File: config.mk
export PLATFORM = sky130hd
export DESIGN_NAME = alu_arbiter
export DESIGN_NICKNAME = d
export VERILOG_FILES = /design/src/rtl/alu_arbiter.sv
export SDC_FILE = /design/constraint.sdc
export NUM_CORES = 1
export LEC_CHECK = 0
export ABC_CLOCK_PERIOD_IN_PS = 3600
export CORE_MARGIN = 8
export CORE_UTILIZATION = 36
export CTS_BUF_LIST = sky130_fd_sc_hd__clkbuf_4
export DETAILED_ROUTE_END_ITERATION = 12
export GPL_TIMING_DRIVEN = 0
export HOLD_SLACK_MARGIN = 0.02
export PLACE_DENSITY = 0.75
export SYNTH_ARGS = -nofsm -noshare
export SYNTH_HDL_FRONTEND = slang
export SYNTH_SLANG_ARGS = --single-unit
File: constraint.sdc
create_clock -name clk -period 3.6 [get_ports clk]
set_input_delay 1.08 -clock clk [delete_from_list [all_inputs] [get_ports clk]]
set_output_delay 1.08 -clock clk [all_outputs]
set_load 0.1 [all_outputs]
File: src/rtl/alu_arbiter.sv
// Two-requester front end for a shared ALU: IDLE->EXEC(L cycles)->DONE, with one response held until rsp_ready.
// Fixed priority to requester 0 by default; define ALU_ARBITER_RR_EN for round-robin arbitration.
module alu_arbiter #(
  parameter int N         = 8,
  parameter int SHIFT_LAT = 1,
  parameter int MUL_LAT   = 8
) (
  input  logic         clk,
  input  logic         rst_n,
  input  logic         req0_valid,
  output logic         req0_ready,
  input  logic [2:0]   req0_op,
  input  logic [N-1:0] req0_a,
  input  logic [N-1:0] req0_b,
  input  logic         req1_valid,
  output logic         req1_ready,
  input  logic [2:0]   req1_op,
  input  logic [N-1:0] req1_a,
  input  logic [N-1:0] req1_b,
  output logic         rsp_valid,
  input  logic         rsp_ready,
  output logic         rsp_id,
  output logic [N-1:0] rsp_y,
  output logic [N-1:0] rsp_y_ext,
  output logic         rsp_flg,
  output logic [2:0]   alu_op,
  output logic [N-1:0] alu_a,
  output logic [N-1:0] alu_b,
  output logic         alu_inp,
  input  logic [N-1:0] alu_y,
  input  logic [N-1:0] alu_y_ext,
  input  logic         alu_flg,
  output logic         busy
);

  localparam int MAX_LAT = (MUL_LAT > SHIFT_LAT) ? MUL_LAT : SHIFT_LAT;
  localparam int CW      = (MAX_LAT > 1) ? $clog2(MAX_LAT) : 1;

  typedef enum logic [1:0] {
    IDLE = 2'd0,
    EXEC = 2'd1,
    DONE = 2'd2
  } state_t;

  state_t        state_q;
  logic [CW-1:0] cnt_q;
  logic          grant_vld;
  logic          grant_id;
  logic [2:0]    sel_op;
  logic [N-1:0]  sel_a;
  logic [N-1:0]  sel_b;

`ifdef ALU_ARBITER_RR_EN
  logic prio_q;
`endif

  // Counter is loaded with L-1 so that EXEC lasts exactly L cycles.
  function automatic logic [CW-1:0] lat_m1(input logic [2:0] op);
    case (op)
      3'b101, 3'b110: lat_m1 = CW'(SHIFT_LAT - 1);
      3'b111:         lat_m1 = CW'(MUL_LAT - 1);
      default:        lat_m1 = '0;
    endcase
  endfunction

  always_comb begin
    grant_vld = rst_n && (state_q == IDLE) && (req0_valid || req1_valid);
    grant_id  = req1_valid;
    if (req0_valid && req1_valid) begin
`ifdef ALU_ARBITER_RR_EN
      grant_id = prio_q;
`else
      grant_id = 1'b0;
`endif
    end
    sel_op = grant_id ? req1_op : req0_op;
    sel_a  = grant_id ? req1_a  : req0_a;
    sel_b  = grant_id ? req1_b  : req0_b;
  end

  assign req0_ready = grant_vld && !grant_id;
  assign req1_ready = grant_vld &&  grant_id;

  always_ff @(posedge clk) begin
    if (!rst_n) begin
      state_q   <= IDLE;
      cnt_q     <= '0;
      rsp_valid <= 1'b0;
      rsp_id    <= 1'b0;
      rsp_y     <= '0;
      rsp_y_ext <= '0;
      rsp_flg   <= 1'b0;
      alu_op    <= '0;
      alu_a     <= '0;
      alu_b     <= '0;
      alu_inp   <= 1'b0;
      busy      <= 1'b0;
    end else begin
      case (state_q)
        IDLE: begin
          if (grant_vld) begin
            alu_op  <= sel_op;
            alu_a   <= sel_a;
            alu_b   <= sel_b;
            rsp_id  <= grant_id;
            cnt_q   <= lat_m1(sel_op);
            alu_inp <= 1'b1;
            busy    <= 1'b1;
            state_q <= EXEC;
          end
        end
        EXEC: begin
          if (cnt_q == '0) begin
            rsp_y     <= alu_y;
            rsp_y_ext <= alu_y_ext;
            // Only add/sub produce a meaningful flag.
            rsp_flg   <= (alu_op[2:1] == 2'b00) && alu_flg;
            rsp_valid <= 1'b1;
            alu_inp   <= 1'b0;
            state_q   <= DONE;
          end else begin
            cnt_q <= cnt_q - 1'b1;
          end
        end
        DONE: begin
          if (rsp_ready) begin
            rsp_valid <= 1'b0;
            busy      <= 1'b0;
            state_q   <= IDLE;
          end
        end
        default: state_q <= IDLE;
      endcase
    end
  end

`ifdef ALU_ARBITER_RR_EN
  always_ff @(posedge clk) begin
    if (!rst_n) begin
      prio_q <= 1'b0;
    end else if (grant_vld) begin
      prio_q <= ~grant_id;
    end
  end
`endif

endmodule

==> run_results.csv, run 1 <==
group,metric,value,unit
timing,setup_ws,91.6,ps
power,cellLeakagePower,1.12,nW
timing,slew_headroom,32.9,%
power,pwr-share-clk,9.8,%
routing,dr.first_iter.drc_count,45,
critical_path,critPathBufInv,3,
timing,final-setup-viol-count,0,
power,pwr-share-seq,29.5,%
routing,num_vias,1852,
die,initial_core_util,37.1,%
timing,tns,0,ps
placed_design,io_buffers,101,
cells_and_area,diodes,0,
cts,root_buffer,"clkbuf_4",
cts,postCtsHoldBufs,0,
critical_path,critPathCaptureType,"output port",
global_route,grt_start_max_net_pins,14,
logic_synthesis,synth.area.top_cells,"dfxtp_1 48%, a21boi_1 14%, nand2_1 11%",
timing,skew,5.31,ps
logic_synthesis,synth_edf_count,0,
placed_design,post-dp-hpwl,4350,um
critical_path,crit_fanout,18,
logic_synthesis,yosysSeqAreaShare,47.9,%
cells_and_area,synthToLayoutAreaGrowth,62.2,%
critical_path,cpPeakStageDelay,500,ps
critical_path,path_cells,"clkdlybuf4s50_1 -> nor3b_4 -> and3b_1 -> buf_4 -> buf_12",
cts,clk_path_buf_depth,2,
global_route,grt_pass1_vias,1904,
run_status,status,"finished, final reports clean",
critical_path,critPathTopFamily,"buffers and inverters",
logic_synthesis,ys.flop_type,"dfxtp_1",
timing,layout_min_cycle_time,3510,ps
power,swShare,53.6,%
cts,clk_latency,340,ps
power,ir_worst_vdd,0.274,mV
power,p_sw,1.26,mW
critical_path,worstPathRequired,2520,ps
logic_synthesis,synth-seq-cells,45,
cells_and_area,final_util,60.1,%
logic_synthesis,yosysWarnings,0,
logic_synthesis,async_reset_ff_share,0,%
run,drv_cap,0,
cts,cts_max_level,2,
logic_synthesis,synth_top_area_share,47.9,%
cts,clk_pin_slew,130,ps
critical_path,timing_worst_setup_path_type,"input pin to output port",
worst_hold_path,hp-class,"flop to flop",
global_route,grt_overflow_total,0,
cells_and_area,fillers,498,
timing,fin_crit_sh,97.5,%
die,fp.dieW,88.3,um
power,p_per_area,768,mW/mm^2
routing,drtPass1Iterations,4,
logic_synthesis,synth_common_cells,"55 x nand2_1, 45 x dfxtp_1, 34 x a21boi_1, 16 x a22oi_1, 7 x clkbuf_1",
timing,fmax,285,MHz
power,p_int,1.09,mW
logic_synthesis,syn_inst,211,
cells_and_area,finalInstanceArea,0.00305,sq mm
timing,drv_slew,0,
timing,whs,456,ps
global_route,grtUsageTotal,14.3,%
cells_and_area,multiInputGateArea,896,sq um
placed_design,gp_congestion,0.732,
routing,route.detailed.drc,0,
global_route,grt_pass1_wl,8930,um
die,coreArea,0.00507,sq mm
die,rows,26,
logic_synthesis,avgSynthCellArea,8.91,sq um
critical_path,slowest_stage,"clkdlybuf4s50_1",
cells_and_area,drive_gt1_share,5.35,%
cells_and_area,num-nets-final,379,
logic_synthesis,ys_types,30,
routing,routedWlPerCell,14.3,um
routing,vias_per_cell,4.77,
global_route,antenna_found_initial,0,
cts,numCtsBuffers,5,
cts,cts_tree,"yes",
critical_path,cp_data_arrival_time,2430,ps
timing,finalHoldViolCount,0,
logic_synthesis,yosysMostFrequentCell,"nand2_1",
routing,ant_nets,0,
placed_design,placed_area,0.00298,sq mm
routing,drt_wl_total,5550,um
logic_synthesis,synth_area_leader_cell,"dfxtp_1",
critical_path,crit_path_start_kind,"input pin",
logic_synthesis,synth.cell_area,0.00188,sq mm
timing,worst_pin_slew,1000,ps
placed_design,place_ws,-1130,ps
die,io-pin-count,102,
cells_and_area,regArea,901,sq um
logic_synthesis,synth.net_count,273,
die,die_y,88.3,um
cts,clkSinkCount,45,
die,dieArea,0.00779,sq mm
power,combPwrFrac,60.8,%
[metal layers]
layer	up-vias	GRT usage, %	part of all wire, %
met5	-	0	0
met2	58	24.2	48
met3	2	5.76	8.5
li1	938	-	-
met4	0	3.53	0.45
met1	854	16.4	43
[worst register-to-register path: stages (launching register included)]
cell and delay, ps:
dfxtp_1 370, inv_1 50, ha_1 190, ha_1 190
nor2b_1 150, nand2_1 270, clkbuf_1 420, nand2_1 120
a21boi_1 140
[registers in the layout, summed over array words and instances, names as in the netlist]
name and cells:
rsp_valid 1, alu_inp 1, rsp_y 8, state_q 2, alu_b 8, rsp_y_ext 8, rsp_flg 1, rsp_id 1
busy 1, alu_a 8, alu_op 3, cnt_q 3
[power by group through the flow]
stage	Combinational (mW)	Clock, mW	Sequential (mW)
global route	1.51	0.264	0.710
CTS	1.44	0.237	0.688
global placement	1.41	0	0.693
detailed placement	1.42	0	0.699
floorplan	0.371	0	1.39
finish	1.42	0.229	0.691
[layout make-up]
cell class,instances,share of cell area (%)
multi-input cells,147,29.4
well taps,70,2.87
repair buffers,101,33.8
plain buffers,14,2.42
clock buffers,5,1.23
clock inverters,3,0.410
flip-flops and latches,45,29.5
inverters,3,0.369
[logic make-up after synthesis]
group,count (synthesis),synth area share (%)
multiplexers,4,2.20
AO/OA/AOI/OAI,64,25.6
AND/OR/NAND/NOR,77,17.9
adder cells (fa/ha/maj),2,1.33
flip-flops,45,47.9
buffers and inverters,19,5.06
[final timing paths]
path	start	slack (ps)	depth (start not counted)	endpoint
setup / recovery	rst_n	90	5	req1_ready
hold / removal	alu_b[3]$_SDFFE_PN0P_	460	2	alu_b[3]$_SDFFE_PN0P_
setup reg to reg	cnt_q[0]$_SDFFE_PN0P_	1640	8	rsp_flg$_SDFFE_PN0P_
hold reg to reg	alu_b[3]$_SDFFE_PN0P_	460	2	alu_b[3]$_SDFFE_PN0P_
[cell usage in the layout (no fill, tap or decap), types with 5 or more instances in the layout]
| cell | count |
|---|---|
| clkbuf_4 | 5 |
| clkbuf_1 | 7 |
| clkdlybuf4s50_1 | 99 |
| dfxtp_1 | 45 |
| nand2_1 | 55 |
| o21ai_1 | 5 |
| nand3_1 | 5 |
| a22oi_1 | 16 |
| a21boi_1 | 34 |
| nor2_1 | 5 |
[through the flow]
stage	power (mW)	std cells
6_report	2.34	388
5_1_grt	2.48	388
4_1_cts	2.37	390
3_5_place_dp	2.12	382
3_3_place_gp	2.10	382
2_1_floorplan	1.76	211
[what timing repair did]
action | CTS | global route
buffers inserted | 0 | 0
pin swaps | 0 | 0
setup endpoints to repair | 2 | 2
gates resized for setup | 23 | 1
Power figures use the tool's default switching activity.
==> run 2: changes to the inputs <==
--- a/config.mk
+++ b/config.mk
@@ -8,11 +8,13 @@
 export ABC_CLOCK_PERIOD_IN_PS = 3600
 export CORE_MARGIN = 8
 export CORE_UTILIZATION = 36
-export CTS_BUF_LIST = sky130_fd_sc_hd__clkbuf_4
+export CTS_BUF_LIST = sky130_fd_sc_hd__clkbuf_8
+export CTS_CLUSTER_DIAMETER = 50
 export DETAILED_ROUTE_END_ITERATION = 12
 export GPL_TIMING_DRIVEN = 0
 export HOLD_SLACK_MARGIN = 0.02
 export PLACE_DENSITY = 0.75
+export SETUP_SLACK_MARGIN = 0.3
 export SYNTH_ARGS = -nofsm -noshare
 export SYNTH_HDL_FRONTEND = slang
 export SYNTH_SLANG_ARGS = --single-unit
==> run 2 against run 1 <==
Global-route usage is 0.083 points higher. Sequential share of layout area is 0.99 points lower. Clock power is 48% higher. Die area stayed put. Worst setup slack better by 300 ps. Clock skew is 3.5 ps lower. Total power is 5.6% higher. Cell area is 3.5% higher. Worst hold slack worse by 6.4 ps. Count of clock-buffer cells in the layout is 2 higher. Via count is 0.97% higher. Critical endpoint unchanged. Largest power group unchanged.
==> run_results.csv, run 2 (same netlist as run 1, synthesis figures left out) <==
group,metric,value,unit
run_status,status,"finished, final reports clean",
die,die_y,88.3,um
worst_hold_path,hp-class,"flop to flop",
timing,layout_min_cycle_time,3210,ps
die,fp.dieW,88.3,um
cts,cts_tree,"yes",
cts,clk_latency,290,ps
die,coreArea,0.00507,sq mm
timing,fmax,312,MHz
critical_path,cp_data_arrival_time,2130,ps
timing,tns,0,ps
die,dieArea,0.00779,sq mm
routing,wl_met3,477,um
cells_and_area,stdcell_count,392,
die,rows,26,
critical_path,worstPathRequired,2520,ps
routing,dr.first_iter.drc_count,51,
global_route,antenna_found_initial,0,
timing,skew,1.78,ps
timing,slew_headroom,32.9,%
timing,drv_slew,0,
power,cellLeakagePower,1.18,nW
run,drv_cap,0,
die,initial_core_util,37.1,%
routing,drtPass1Iterations,4,
timing,whs,450,ps
global_route,grt_pass1_wl,9000,um
cts,root_buffer,"clkbuf_8",
placed_design,dp_cells,382,
critical_path,crit_path_start_kind,"input pin",
power,p_per_area,783,mW/mm^2
timing,final-setup-viol-count,0,
cts,clk_path_buf_depth,2,
cts,clk_pin_slew,80,ps
routing,ant_nets,0,
power,combPwrFrac,58.3,%
routing,drt_wl_total,5580,um
routing,routedWlPerCell,14.2,um
routing,route.met2.wl,2720,um
cells_and_area,final_common_cell,"clkdlybuf4s50_1",
placed_design,placed_area,0.00298,sq mm
cells_and_area,num-nets-final,383,
power,swShare,51.3,%
cells_and_area,finalInstanceArea,0.00316,sq mm
die,io-pin-count,102,
cells_and_area,diodes,0,
power,p_int,1.21,mW
cells_and_area,layout_common_cells,"96 x clkdlybuf4s50_1, 55 x nand2_1, 45 x dfxtp_1",
critical_path,timing_worst_setup_path_type,"input pin to output port",
global_route,grt_overflow_total,0,
cts,postCtsHoldBufs,0,
power,p_sw,1.27,mW
cts,cts_max_level,2,
placed_design,gp_congestion,0.732,
routing,route.detailed.drc,0,
cts,numCtsBuffers,5,
cts,clkSinkCount,45,
power,pwr-share-seq,28.0,%
global_route,grt_pass1_vias,1924,
routing,wl_met1,2350,um
routing,vias_per_cell,4.77,
cells_and_area,final_util,62.2,%
power,ir_worst_vdd,0.337,mV
routing,highest_layer,"met4",
cells_and_area,drive_gt1_share,7.45,%
timing,rsz0062_at_grt,"false",
timing,worst_pin_slew,1000,ps
placed_design,io_buffers,101,
global_route,grt_start_max_net_pins,14,
routing,num_vias,1870,
placed_design,post-dp-hpwl,4350,um
critical_path,crit_fanout,10,
timing,finalHoldViolCount,0,
critical_path,critPathCaptureType,"output port",
power,pwr-share-clk,13.8,%
global_route,grtUsageTotal,14.4,%
timing,fin_crit_sh,89.1,%
cells_and_area,synthToLayoutAreaGrowth,67.9,%
-- run 2: power by group through the flow --
stage | logic (mW) | registers, mW | clock network (mW)
2_1_floorplan | 0.371 | 1.39 | 0
3_3_place_gp | 1.41 | 0.693 | 0
3_5_place_dp | 1.42 | 0.699 | 0
4_1_cts | 1.46 | 0.691 | 0.350
5_1_grt | 1.53 | 0.711 | 0.373
6_report | 1.44 | 0.691 | 0.340
-- run 2: final timing paths --
kind	endpoint	from	depth (start not counted)	slack, ps
setup / recovery	req1_ready	rst_n	6	390
hold / removal	alu_b[3]$_SDFFE_PN0P_	alu_b[3]$_SDFFE_PN0P_	2	450
setup reg to reg	rsp_flg$_SDFFE_PN0P_	cnt_q[0]$_SDFFE_PN0P_	8	1650
hold reg to reg	alu_b[3]$_SDFFE_PN0P_	alu_b[3]$_SDFFE_PN0P_	2	450
-- run 2: layer usage --
metal / vias to the layer above / global-route usage, %
met5: - / 0
met4: 0 / 3.53
met3: 2 / 5.76
met2: 54 / 24.3
met1: 871 / 16.5
li1: 943 / -
-- run 2: critical path, stage by stage --
cell and delay [ps]:
dlygate4sd2_1 240, nor3b_4 210, and3b_1 190, buf_6 100, buf_8 120, buf_12 170
-- run 2: area by class of cell --
cell class	instances	area, sq um
Clock buffer	7	96.3
Timing Repair Buffer	103	1050
Fill cell	489	1920
Clock inverter	1	5.00
Sequential cell	45	901
Inverter	3	11.3
Multi-Input combinational cell	147	898
Tap cell	70	87.6
Buffer	16	111
-- run 2: timing repair --
action | CTS | global route
resized for setup | 31 | 1
buffers inserted | 2 | 0
pin swaps | 2 | 0
setup endpoints to repair | 2 | 1
-- run 2: through the flow --
step	power (mW)	worst slack [ps]
2_1_floorplan	1.76	554
3_3_place_gp	2.10	-1120
3_5_place_dp	2.12	-1130
4_1_cts	2.50	314
5_1_grt	2.61	312
6_report	2.47	392
==> run 3: changes to the inputs <==
--- a/config.mk
+++ b/config.mk
@@ -6,15 +6,18 @@
 export NUM_CORES = 1
 export LEC_CHECK = 0
 export ABC_CLOCK_PERIOD_IN_PS = 3600
+export CELL_PAD_IN_SITES_DETAIL_PLACEMENT = 2
+export CELL_PAD_IN_SITES_GLOBAL_PLACEMENT = 2
 export CORE_MARGIN = 8
-export CORE_UTILIZATION = 36
+export CORE_UTILIZATION = 23
 export CTS_BUF_LIST = sky130_fd_sc_hd__clkbuf_8
 export CTS_CLUSTER_DIAMETER = 50
 export DETAILED_ROUTE_END_ITERATION = 12
 export GPL_TIMING_DRIVEN = 0
 export HOLD_SLACK_MARGIN = 0.02
-export PLACE_DENSITY = 0.75
+export PLACE_DENSITY_LB_ADDON = 0.1
 export SETUP_SLACK_MARGIN = 0.3
+export SLEW_MARGIN = 20
 export SYNTH_ARGS = -nofsm -noshare
 export SYNTH_HDL_FRONTEND = slang
 export SYNTH_SLANG_ARGS = --single-unit
==> run 3 against run 2 <==
Non-clock buffer count is 2 higher. Global-route usage is 1.9 points lower. Worst setup slack better by 72 ps. Maximum frequency is 2.3% higher. Die area is 45% higher. First-iteration DRC count is 35% lower. Register-to-register slack worse by 100 ps. Clock power is 17% higher. Largest power group unchanged. Core utilization is 22 points lower. Flip-flop and latch count stayed put.
==> run_results.csv, run 3 (same netlist as run 1, synthesis figures left out) <==
group,metric,value,unit
run_status,status,"finished, final reports clean",
routing,drtPass1Iterations,4,
cells_and_area,multiInputGateArea,896,sq um
critical_path,reg2reg_depth,8,
routing,vias_per_cell,4.46,
critical_path,crit_fanout,3,
critical_path,critPathCaptureType,"output port",
power,pwr-share-seq,27.0,%
cts,cts_tree,"yes",
worst_hold_path,min_from,"alu_b[4]$_SDFFE_PN0P_",
timing,finalHoldViolCount,0,
cells_and_area,fillers,897,
timing,slew_headroom,31.3,%
global_route,grt_pass1_vias,2152,
routing,dr.first_iter.drc_count,33,
power,pwr-share-clk,15.5,%
cts,clkSinkCount,45,
power,cellLeakagePower,1.20,nW
timing,skew,11.9,ps
routing,routedWlPerCell,16.2,um
cells_and_area,regArea,901,sq um
timing,rsz0062_at_grt,"false",
timing,worst_pin_slew,1030,ps
critical_path,rrSetupSlack,1550,ps
cells_and_area,final_common_cell,"clkdlybuf4s50_1",
routing,num_vias,1913,
critical_path,crit_path_start_kind,"input pin",
power,combPwrFrac,57.4,%
die,die_y,106,um
critical_path,slowest_stage,"dlygate4sd2_1",
timing,final-setup-viol-count,0,
timing,fin_crit_sh,87.1,%
die,io-pin-count,102,
critical_path,path_cells,"dlygate4sd2_1 -> nor3b_4 -> and3b_1 -> buf_6 -> buf_8 -> buf_12",
timing,drv_slew,0,
cts,clk_path_buf_depth,2,
global_route,grtUsageTotal,12.5,%
cts,numCtsBuffers,5,
global_route,grt_overflow_total,0,
placed_design,gp_congestion,0.699,
critical_path,reg2reg_to,"rsp_y_ext[7]$_SDFFE_PN0P_",
critical_path,timing_worst_setup_path_type,"input pin to output port",
cells_and_area,layout_common_cells,"96 x clkdlybuf4s50_1, 55 x nand2_1, 45 x dfxtp_1",
worst_hold_path,hp-class,"flop to flop",
worst_hold_path,min_to,"alu_b[4]$_SDFFE_PN0P_",
routing,route.detailed.drc,0,
cts,root_buffer,"clkbuf_8",
die,dieArea,0.0113,sq mm
cells_and_area,drive_gt1_share,7.41,%
cells_and_area,diodes,0,
critical_path,cp_data_arrival_time,2060,ps
cells_and_area,num-nets-final,385,
power,p_sw,1.31,mW
global_route,grt_start_max_net_pins,14,
die,fp.dieW,106,um
placed_design,io_buffers,101,
cts,clk_pin_slew,80,ps
timing,fmax,319,MHz
die,coreArea,0.00805,sq mm
cells_and_area,synthToLayoutAreaGrowth,71.7,%
die,rows,33,
critical_path,reg2reg_from,"cnt_q[0]$_SDFFE_PN0P_",
global_route,grt_pass1_wl,11300,um
timing,setup_ws,463,ps
placed_design,place_ws,-1140,ps
timing,layout_min_cycle_time,3140,ps
power,p_per_area,796,mW/mm^2
routing,ant_nets,0,
routing,drt_wl_total,6970,um
critical_path,worstPathRequired,2520,ps
global_route,antenna_found_initial,0,
power,p_int,1.26,mW
placed_design,post-dp-hpwl,5500,um
critical_path,cpPeakStageDelay,240,ps
run,drv_cap,0,
power,ir_worst_vdd,0.204,mV
cts,cts_max_level,2,
cts,clk_latency,300,ps
timing,whs,454,ps
power,swShare,51.0,%
worst_hold_path,hold_depth,2,
die,initial_core_util,23.4,%
run 3: critical path: cells and delay by family:
kind                   cells  cell delay [ps]
AND/OR/NAND/NOR            2              340
buffers and inverters      4              630
run 3: how the worst max path moves through the flow:
stage	from	to	slack [ps]	depth (start not counted)
floorplan	rst_n	req1_ready	550	4
global placement	rst_n	req1_ready	-1130	6
detailed placement	rst_n	req1_ready	-1140	6
CTS	req1_valid	req1_ready	330	5
global route	rst_n	req1_ready	410	6
finish	rst_n	req1_ready	460	6
run 3: metrics by stage:
step           area, sq um  utilization [%]  cells  power [mW]  setup TNS (ps)
6_report              3230             40.1    429        2.57               0
4_1_cts               3230             40.1    429        2.62               0
5_1_grt               3230             40.1    429        2.71               0
3_5_place_dp          3020             37.5    417        2.17           -2230
2_1_floorplan         1880                -    211        1.76               0
3_3_place_gp          3020             37.5    417        2.15           -2230
run 3: what timing repair did:
item / 4_1_cts / 5_1_grt
hold endpoints to repair: 0 / 0
gates resized for setup: 30 / 1
buffers inserted: 4 / 0
endpoints found under the setup margin: 2 / 1
pin swaps: 1 / 0
hold buffers: 0 / 0
run 3: cell type report:
cell class,count,area share (%)
Tap cell,105,4.07
Inverter,3,0.349
Clock inverter,2,1.05
Sequential cell,45,27.9
Clock buffer,6,2.56
Timing Repair Buffer,105,32.9
Multi-Input combinational cell,147,27.8
Buffer,16,3.45
run 3: power groups by stage:
stage                     clock (mW)  combinational, mW  sequential [mW]
after floorplan                    0              0.371             1.39
after global routing           0.441               1.56            0.712
final                          0.399               1.48            0.695
after global placement             0               1.45            0.698
after CTS                      0.416               1.50            0.698
after detailed placement           0               1.46            0.706
run 3: metal layers:
layer	vias to the layer above	wire length, um	track usage [%]
li1	951	-	-
met2	51	3440	21.8
met3	7	355	3.27
met5	-	0	0
met4	0	68	3.02
met1	904	3110	14.9
